[config.mk]
export PLATFORM = sky130hd
export DESIGN_NAME = forward_hazard_unit
export DESIGN_NICKNAME = d
export VERILOG_FILES = /design/src/rtl/forward_hazard_unit_pkg.sv /design/src/rtl/forward_hazard_unit_rec.sv /design/src/rtl/forward_hazard_unit.sv
export SDC_FILE = /design/constraint.sdc
export NUM_CORES = 1
export LEC_CHECK = 0
export BUFFER_PORTS_ARGS = -buffer_cell sky130_fd_sc_hd__buf_2
export CORE_AREA = 2 2 68 70
export DETAILED_ROUTE_END_ITERATION = 10
export DIE_AREA = 0 0 70 72
export GPL_TIMING_DRIVEN = 0
export PLACE_DENSITY = 0.84
export SLEW_MARGIN = 25
export SYNTH_ARGS = -nofsm -noshare
export SYNTH_HDL_FRONTEND = slang
export SYNTH_SLANG_ARGS = --single-unit
[constraint.sdc]
create_clock -name clk_i -period 4.25 [get_ports clk_i]
set_clock_uncertainty 0.15 [all_clocks]
set_input_delay 0.425 -clock clk_i [delete_from_list [all_inputs] [get_ports clk_i]]
set_output_delay 0.425 -clock clk_i [all_outputs]
set_load 0.1 [all_outputs]
[src/rtl/forward_hazard_unit_pkg.sv]
// Shared constants and helpers for the EX-stage forwarding / load-use hazard unit.
package forward_hazard_unit_pkg;

    // ALU operand mux data-port indices
    localparam logic [1:0] FWD_SEL_RF  = 2'd0;  // register-file value
    localparam logic [1:0] FWD_SEL_WB  = 2'd1;  // MEM/WB write-back data
    localparam logic [1:0] FWD_SEL_MEM = 2'd2;  // EX/MEM ALU result

    // Architectural $zero: never a forwarding source, never a hazard
    localparam int unsigned REG_ZERO = 0;

    // Priority select: the younger producer (MEM) wins over WB
    function automatic logic [1:0] fwd_select(input logic mem_hit, input logic wb_hit);
        logic [1:0] sel;
        case ({mem_hit, wb_hit})
            2'b10, 2'b11: sel = FWD_SEL_MEM;
            2'b01:        sel = FWD_SEL_WB;
            default:      sel = FWD_SEL_RF;
        endcase
        return sel;
    endfunction

endpackage

[src/rtl/forward_hazard_unit_rec.sv]
// Pipeline stage record: W-bit register with async reset, hold enable and
// synchronous clear used to inject an all-zero bubble (NOP).
module fwd_stage_rec #(
    parameter int unsigned W = 8
) (
    input  logic         clk_i,
    input  logic         rst_i,
    input  logic         en_i,
    input  logic         clr_i,
    input  logic [W-1:0] d_i,
    output logic [W-1:0] q_o
);

    logic [W-1:0] q_q;
    logic [W-1:0] q_d;

    // Next record: hold when disabled, bubble when cleared, else capture input
    always_comb begin
        q_d = q_q;
        if (!en_i) begin
            q_d = q_q;
        end else if (clr_i) begin
            q_d = {W{1'b0}};
        end else begin
            q_d = d_i;
        end
    end

    // Record storage, reset to NOP
    always_ff @(posedge clk_i or posedge rst_i) begin
        if (rst_i) begin
            q_q <= {W{1'b0}};
        end else begin
            q_q <= q_d;
        end
    end

    assign q_o = q_q;

endmodule

[src/rtl/forward_hazard_unit.sv]
// Operand-forwarding and load-use hazard controller for a 5-stage MIPS pipeline.
// Keeps its own EX/MEM/WB destination records and drives the EX operand mux
// selects plus the PC/IF-ID stall and ID/EX bubble controls.
module forward_hazard_unit
    import forward_hazard_unit_pkg::*;
#(
    parameter int unsigned REG_ADDR_W = 5,
    parameter int unsigned CNT_W      = 16
) (
    input  logic                  clk_i,
    input  logic                  rst_i,
    input  logic                  freeze_i,
    input  logic [REG_ADDR_W-1:0] id_rs_i,
    input  logic [REG_ADDR_W-1:0] id_rt_i,
    input  logic                  id_uses_rt_i,
    input  logic [REG_ADDR_W-1:0] id_dst_i,
    input  logic                  id_regwrite_i,
    input  logic                  id_memread_i,
    output logic [1:0]            fwd_a_sel_o,
    output logic [1:0]            fwd_b_sel_o,
    output logic                  stall_o,
    output logic                  bubble_o,
    output logic [CNT_W-1:0]      stall_cnt_o
);

    localparam int unsigned EX_W  = 3 * REG_ADDR_W + 3;
    localparam int unsigned MEM_W = REG_ADDR_W + 2;
    localparam int unsigned WB_W  = REG_ADDR_W + 1;
    localparam logic [REG_ADDR_W-1:0] ZERO_ADDR = REG_ADDR_W'(REG_ZERO);

    // ---------------------------------------------------------------
    // Stage records
    // ---------------------------------------------------------------
    logic [EX_W-1:0]  ex_d,  ex_q;
    logic [MEM_W-1:0] mem_d, mem_q;
    logic [WB_W-1:0]  wb_d,  wb_q;

    logic [REG_ADDR_W-1:0] ex_rs, ex_rt, ex_dst, mem_dst, wb_dst;
    logic                  ex_uses_rt, ex_regwrite, ex_memread;
    logic                  mem_regwrite, mem_memread, wb_regwrite;

    logic haz_s;
    logic adv_s;

    assign adv_s = ~freeze_i;

    assign ex_d  = {id_rs_i, id_rt_i, id_uses_rt_i, id_dst_i, id_regwrite_i, id_memread_i};
    assign mem_d = {ex_dst, ex_regwrite, ex_memread};
    assign wb_d  = {mem_dst, mem_regwrite};

    assign {ex_rs, ex_rt, ex_uses_rt, ex_dst, ex_regwrite, ex_memread} = ex_q;
    assign {mem_dst, mem_regwrite, mem_memread}                        = mem_q;
    assign {wb_dst, wb_regwrite}                                       = wb_q;

    fwd_stage_rec #(.W(EX_W)) u_ex_rec (
        .clk_i (clk_i),
        .rst_i (rst_i),
        .en_i  (adv_s),
        .clr_i (haz_s),
        .d_i   (ex_d),
        .q_o   (ex_q)
    );

    fwd_stage_rec #(.W(MEM_W)) u_mem_rec (
        .clk_i (clk_i),
        .rst_i (rst_i),
        .en_i  (adv_s),
        .clr_i (1'b0),
        .d_i   (mem_d),
        .q_o   (mem_q)
    );

    fwd_stage_rec #(.W(WB_W)) u_wb_rec (
        .clk_i (clk_i),
        .rst_i (rst_i),
        .en_i  (adv_s),
        .clr_i (1'b0),
        .d_i   (wb_d),
        .q_o   (wb_q)
    );

    // ---------------------------------------------------------------
    // Load-use hazard: the load in EX feeds a source of the ID instruction
    // ---------------------------------------------------------------
    logic ex_load_live_s;

    // Detect a load in EX whose non-$zero destination is read by ID
    always_comb begin
        ex_load_live_s = ex_memread & ex_regwrite & (ex_dst != ZERO_ADDR);
        haz_s          = 1'b0;
        if (ex_load_live_s) begin
            haz_s = (ex_dst == id_rs_i) | (id_uses_rt_i & (ex_dst == id_rt_i));
        end else begin
            haz_s = 1'b0;
        end
    end

    assign stall_o  = haz_s & ~freeze_i;
    assign bubble_o = haz_s & ~freeze_i;

    // ---------------------------------------------------------------
    // Forwarding selects for the instruction currently in EX
    // ---------------------------------------------------------------
    logic mem_src_s, wb_src_s;
    logic a_mem_hit_s, a_wb_hit_s, b_mem_hit_s, b_wb_hit_s;

    // Compare producer records against the EX sources; load data never comes from MEM
    always_comb begin
        mem_src_s   = mem_regwrite & ~mem_memread & (mem_dst != ZERO_ADDR);
        wb_src_s    = wb_regwrite & (wb_dst != ZERO_ADDR);
        a_mem_hit_s = mem_src_s & (mem_dst == ex_rs);
        a_wb_hit_s  = wb_src_s  & (wb_dst  == ex_rs);
        b_mem_hit_s = ex_uses_rt & mem_src_s & (mem_dst == ex_rt);
        b_wb_hit_s  = ex_uses_rt & wb_src_s  & (wb_dst  == ex_rt);
        fwd_a_sel_o = fwd_select(a_mem_hit_s, a_wb_hit_s);
        fwd_b_sel_o = fwd_select(b_mem_hit_s, b_wb_hit_s);
    end

    // ---------------------------------------------------------------
    // Saturating stall-cycle counter
    // ---------------------------------------------------------------
    logic [CNT_W-1:0] stall_cnt_q, stall_cnt_d;

    // Count unfrozen hazard cycles, sticking at all-ones
    always_comb begin
        stall_cnt_d = stall_cnt_q;
        if (freeze_i) begin
            stall_cnt_d = stall_cnt_q;
        end else if (haz_s && !(&stall_cnt_q)) begin
            stall_cnt_d = stall_cnt_q + CNT_W'(1);
        end else begin
            stall_cnt_d = stall_cnt_q;
        end
    end

    // Counter register, cleared by reset
    always_ff @(posedge clk_i or posedge rst_i) begin
        if (rst_i) begin
            stall_cnt_q <= {CNT_W{1'b0}};
        end else begin
            stall_cnt_q <= stall_cnt_d;
        end
    end

    assign stall_cnt_o = stall_cnt_q;

endmodule

==> flow_summary.ini <==
[cts]
cts-root-to-sink-buffers = 2
worst_skew_pair_later_pin_latency_ps = 300
cts_buffers = 5
numClockSinks = 47
tritoncts = built
clk_pin_slew_worst_paths_ps = 80
clk_root_buffer_cell = sky130_fd_sc_hd__clkbuf_8
cts.htree.levels = 2

[global_route]
grt_first_pass_wirelength_mm = 8.56
maximum_number_of_pins_on_one_net_before_global_route_repair = 32
first_global_vias = 1727
global_route.usage.total_pct = 21.9
grt_antenna_before_repair = 0
gr-total-overflow = 0

[sta]
post_route_fraction_of_the_period_consumed_by_the_critical_path_pct = 79.9
setup_violations = 0
number_of_pins_exceeding_their_max_slew_limit_in_the_final_report = 0
timing.final.hold_violations = 0
clock.fmax_ghz = 0.294
max_slew_margin_pct = 52.7
setup_total_negative_slack_ps = 0
worst_pin_slew_ps = 710
rsz0062_at_grt = false
period_minus_slack_ps = 3400

[synthesis]
yosys_register_bits = 47
syn-instance-count = 216
synth_edf_count = 0
synth-main-ff-cell = sky130_fd_sc_hd__dfrtp_1
post-synth-top-area-cell = sky130_fd_sc_hd__dfrtp_1
seq_area_frac_synth_pct = 46.6
async_reset_ff_share_pct = 100
synth_top_area_share_pct = 46.6
synthesis.area_um2 = 2520
yosys_warnings = 0
average_instance_area_after_synthesis_um2 = 11.7
yosysUniqueCellTypes = 34
largest_cells_by_area_after_synthesis = sky130_fd_sc_hd__dfrtp_1 47%, sky130_fd_sc_hd__xnor2_1 11%, sky130_fd_sc_hd__mux2i_1 7.1%, sky130_fd_sc_hd__mux2_2 6.2%, sky130_fd_sc_hd__xor2_1 4.2%
synth_fp_nets = 238

[die]
area_inside_the_core_boundary_um2 = 4260
die_x_um = 70
dieArea_um2 = 5040
io_pins = 43
starting_density_of_the_core_pct = 59.2
placementRows = 24
die_h_um = 72

[run_status]
status = complete, no violations

[worst_setup_path]
path_delay_family = buffers and inverters
critPathCaptureType = output pin
cp_data_arrival_time_ps = 2820
worst-path-max-fanout = 11
path_buf_inv = 4
critical_path_class = flop to output pin
cpPeakStageDelay_ps = 570
slowest_stage = sky130_fd_sc_hd__o22ai_1
critical_path_required_ps = 3670
setup.worst_path.start_class = flop
crit_chain = xnor2_1, nand4_1, o22ai_1, nor2b_2, buf_6, buf_12, buf_4, buf_2

[power_and_ir_drop]
leakagePower_nw = 1.35
power.total_mw = 1.09
power_dens_cells_nw_per_um2 = 369
peakVddDrop_mv = 0.252

[drt]
antenna_violating_nets_post_route = 0
drcViolationCount = 0
vias = 1783
routed_via_density = 5.59
detailedRoute.firstPassIterationCount = 4
postRouteWirelength_mm = 5.16
drt_iter0_markers = 91
wl_per_cell_um = 16.2

[final_layout]
fin_nets = 288
utilization_pct = 69.5
syn_to_final_growth_pct = 17.3
drive_gt1_share_pct = 32.6
antenna_cells_inserted = 0

[job]
cap_viol_max_count = 0

[placement]
dp.final_hpwl_mm = 3.76
gp_routability_congestion = 0.774
number_of_buffers_inserted_by_port_buffering = 41

[min_path]
worst_hold_path_type = input pin to flop
==> worst paths after layout <==
check                                 start                to  slack (ps)  depth (start not counted)
min                             id_dst_i[1]   u_ex_rec.q_o[3]         240                          3
max                         u_ex_rec.q_o[6]           stall_o         850                          8
max in group asynchronous             rst_i   u_ex_rec.q_o[2]        2970                          4
min in group asynchronous             rst_i   stall_cnt_o[14]         490                          3
max reg2reg                 u_ex_rec.q_o[6]   u_ex_rec.q_o[0]        1940                          7
min reg2reg                u_mem_rec.q_o[0]  u_mem_rec.q_o[0]         370                          1
==> registers in the layout, summed over array words and instances, names as in the netlist <==
register / count
stall_cnt_o: 16
u_ex_rec.q_o: 18
u_mem_rec.q_o: 7
u_wb_rec.q_o: 6
==> metal layers <==
metal  vias to the layer above  wire (µm)  GRT usage, %  part of all wire, %
met2                        44       2530          36.3                   49
met3                         6        240          5.14                  4.6
li1                        852          -             -                    -
met1                       881       2340          29.3                   45
met4                         0         51          5.98                 0.99
met5                         -          0             0                    0
==> where the power goes <==
| group | internal, mW | total, mW | switching [mW] |
|---|---|---|---|
| Sequential | 0.493 | 0.561 | 0.0684 |
| Combinational | 0.102 | 0.237 | 0.135 |
| Clock | 0.149 | 0.294 | 0.145 |
| Total | 0.743 | 1.09 | 0.349 |
==> worst min-delay path, delay by kind of cell <==
kind	cells	cell delay, ps
multiplexers	1	80
AND/OR/NAND/NOR	1	80
buffers and inverters	1	70
==> timing repair <==
item                                   4_1_cts  5_1_grt
resized for setup                            0        0
endpoints found under the hold margin       16        0
setup buffers                                0        0
hold buffers                                 1        0
==> through the flow <==
step	area, µm²	hold WS (ps)	setup WS, ps	cells
after floorplan	2560	323	296	216
after global placement	2830	342	1200	309
after detailed placement	2850	280	1200	310
after CTS	2960	241	872	319
after global routing	2960	240	717	319
final	2960	243	852	319
==> cells in the mapped netlist (all sizes together), types with 3 or more instances <==
| cell type | instances |
|---|---|
| nor2 | 21 |
| dfrtp | 47 |
| xnor2 | 32 |
| nor4 | 4 |
| and3 | 3 |
| mux2i | 18 |
| inv | 3 |
| or4 | 4 |
| nor3 | 5 |
| buf | 6 |
| nand3 | 13 |
| xor2 | 12 |
| nand4 | 10 |
| mux2 | 15 |
| nand2 | 9 |
==> layout by cell type, fill, tap and decap left out, types with 3 or more instances in the layout <==
cell                        n
sky130_fd_sc_hd__and3_1     3
sky130_fd_sc_hd__xor2_1    12
sky130_fd_sc_hd__nand2_1    8
sky130_fd_sc_hd__nor3_1     3
sky130_fd_sc_hd__clkbuf_8   7
sky130_fd_sc_hd__clkbuf_1   3
sky130_fd_sc_hd__mux2_2    14
sky130_fd_sc_hd__xnor2_1   32
sky130_fd_sc_hd__nor2_4     9
sky130_fd_sc_hd__nand4_1   10
sky130_fd_sc_hd__dfrtp_1   47
sky130_fd_sc_hd__or4_1      3
sky130_fd_sc_hd__nand3_1   13
sky130_fd_sc_hd__buf_2     42
sky130_fd_sc_hd__nor2_1    12
sky130_fd_sc_hd__mux2i_1   18
==> cells by family after synthesis <==
family                     synth area share [%]
AOI/OAI and AO/OA                          2.78
xor gates and xnor gates                   15.3
adders and majority gates                 0.495
buffers and inverters                      2.78
DFF                                        46.6
muxes                                      13.8
and+or+nand+nor                            18.3
==> layout make-up <==
class / instances / area, µm²
Clock buffer: 8 / 100
Sequential cell: 47 / 1180
Timing Repair Buffer: 43 / 235
Fill cell: 323 / 1300
Multi-Input combinational cell: 158 / 1320
Inverter: 3 / 11.3
Tap cell: 52 / 65.1
Buffer: 8 / 58.8
No activity file was read; power rests on OpenSTA's default activity.
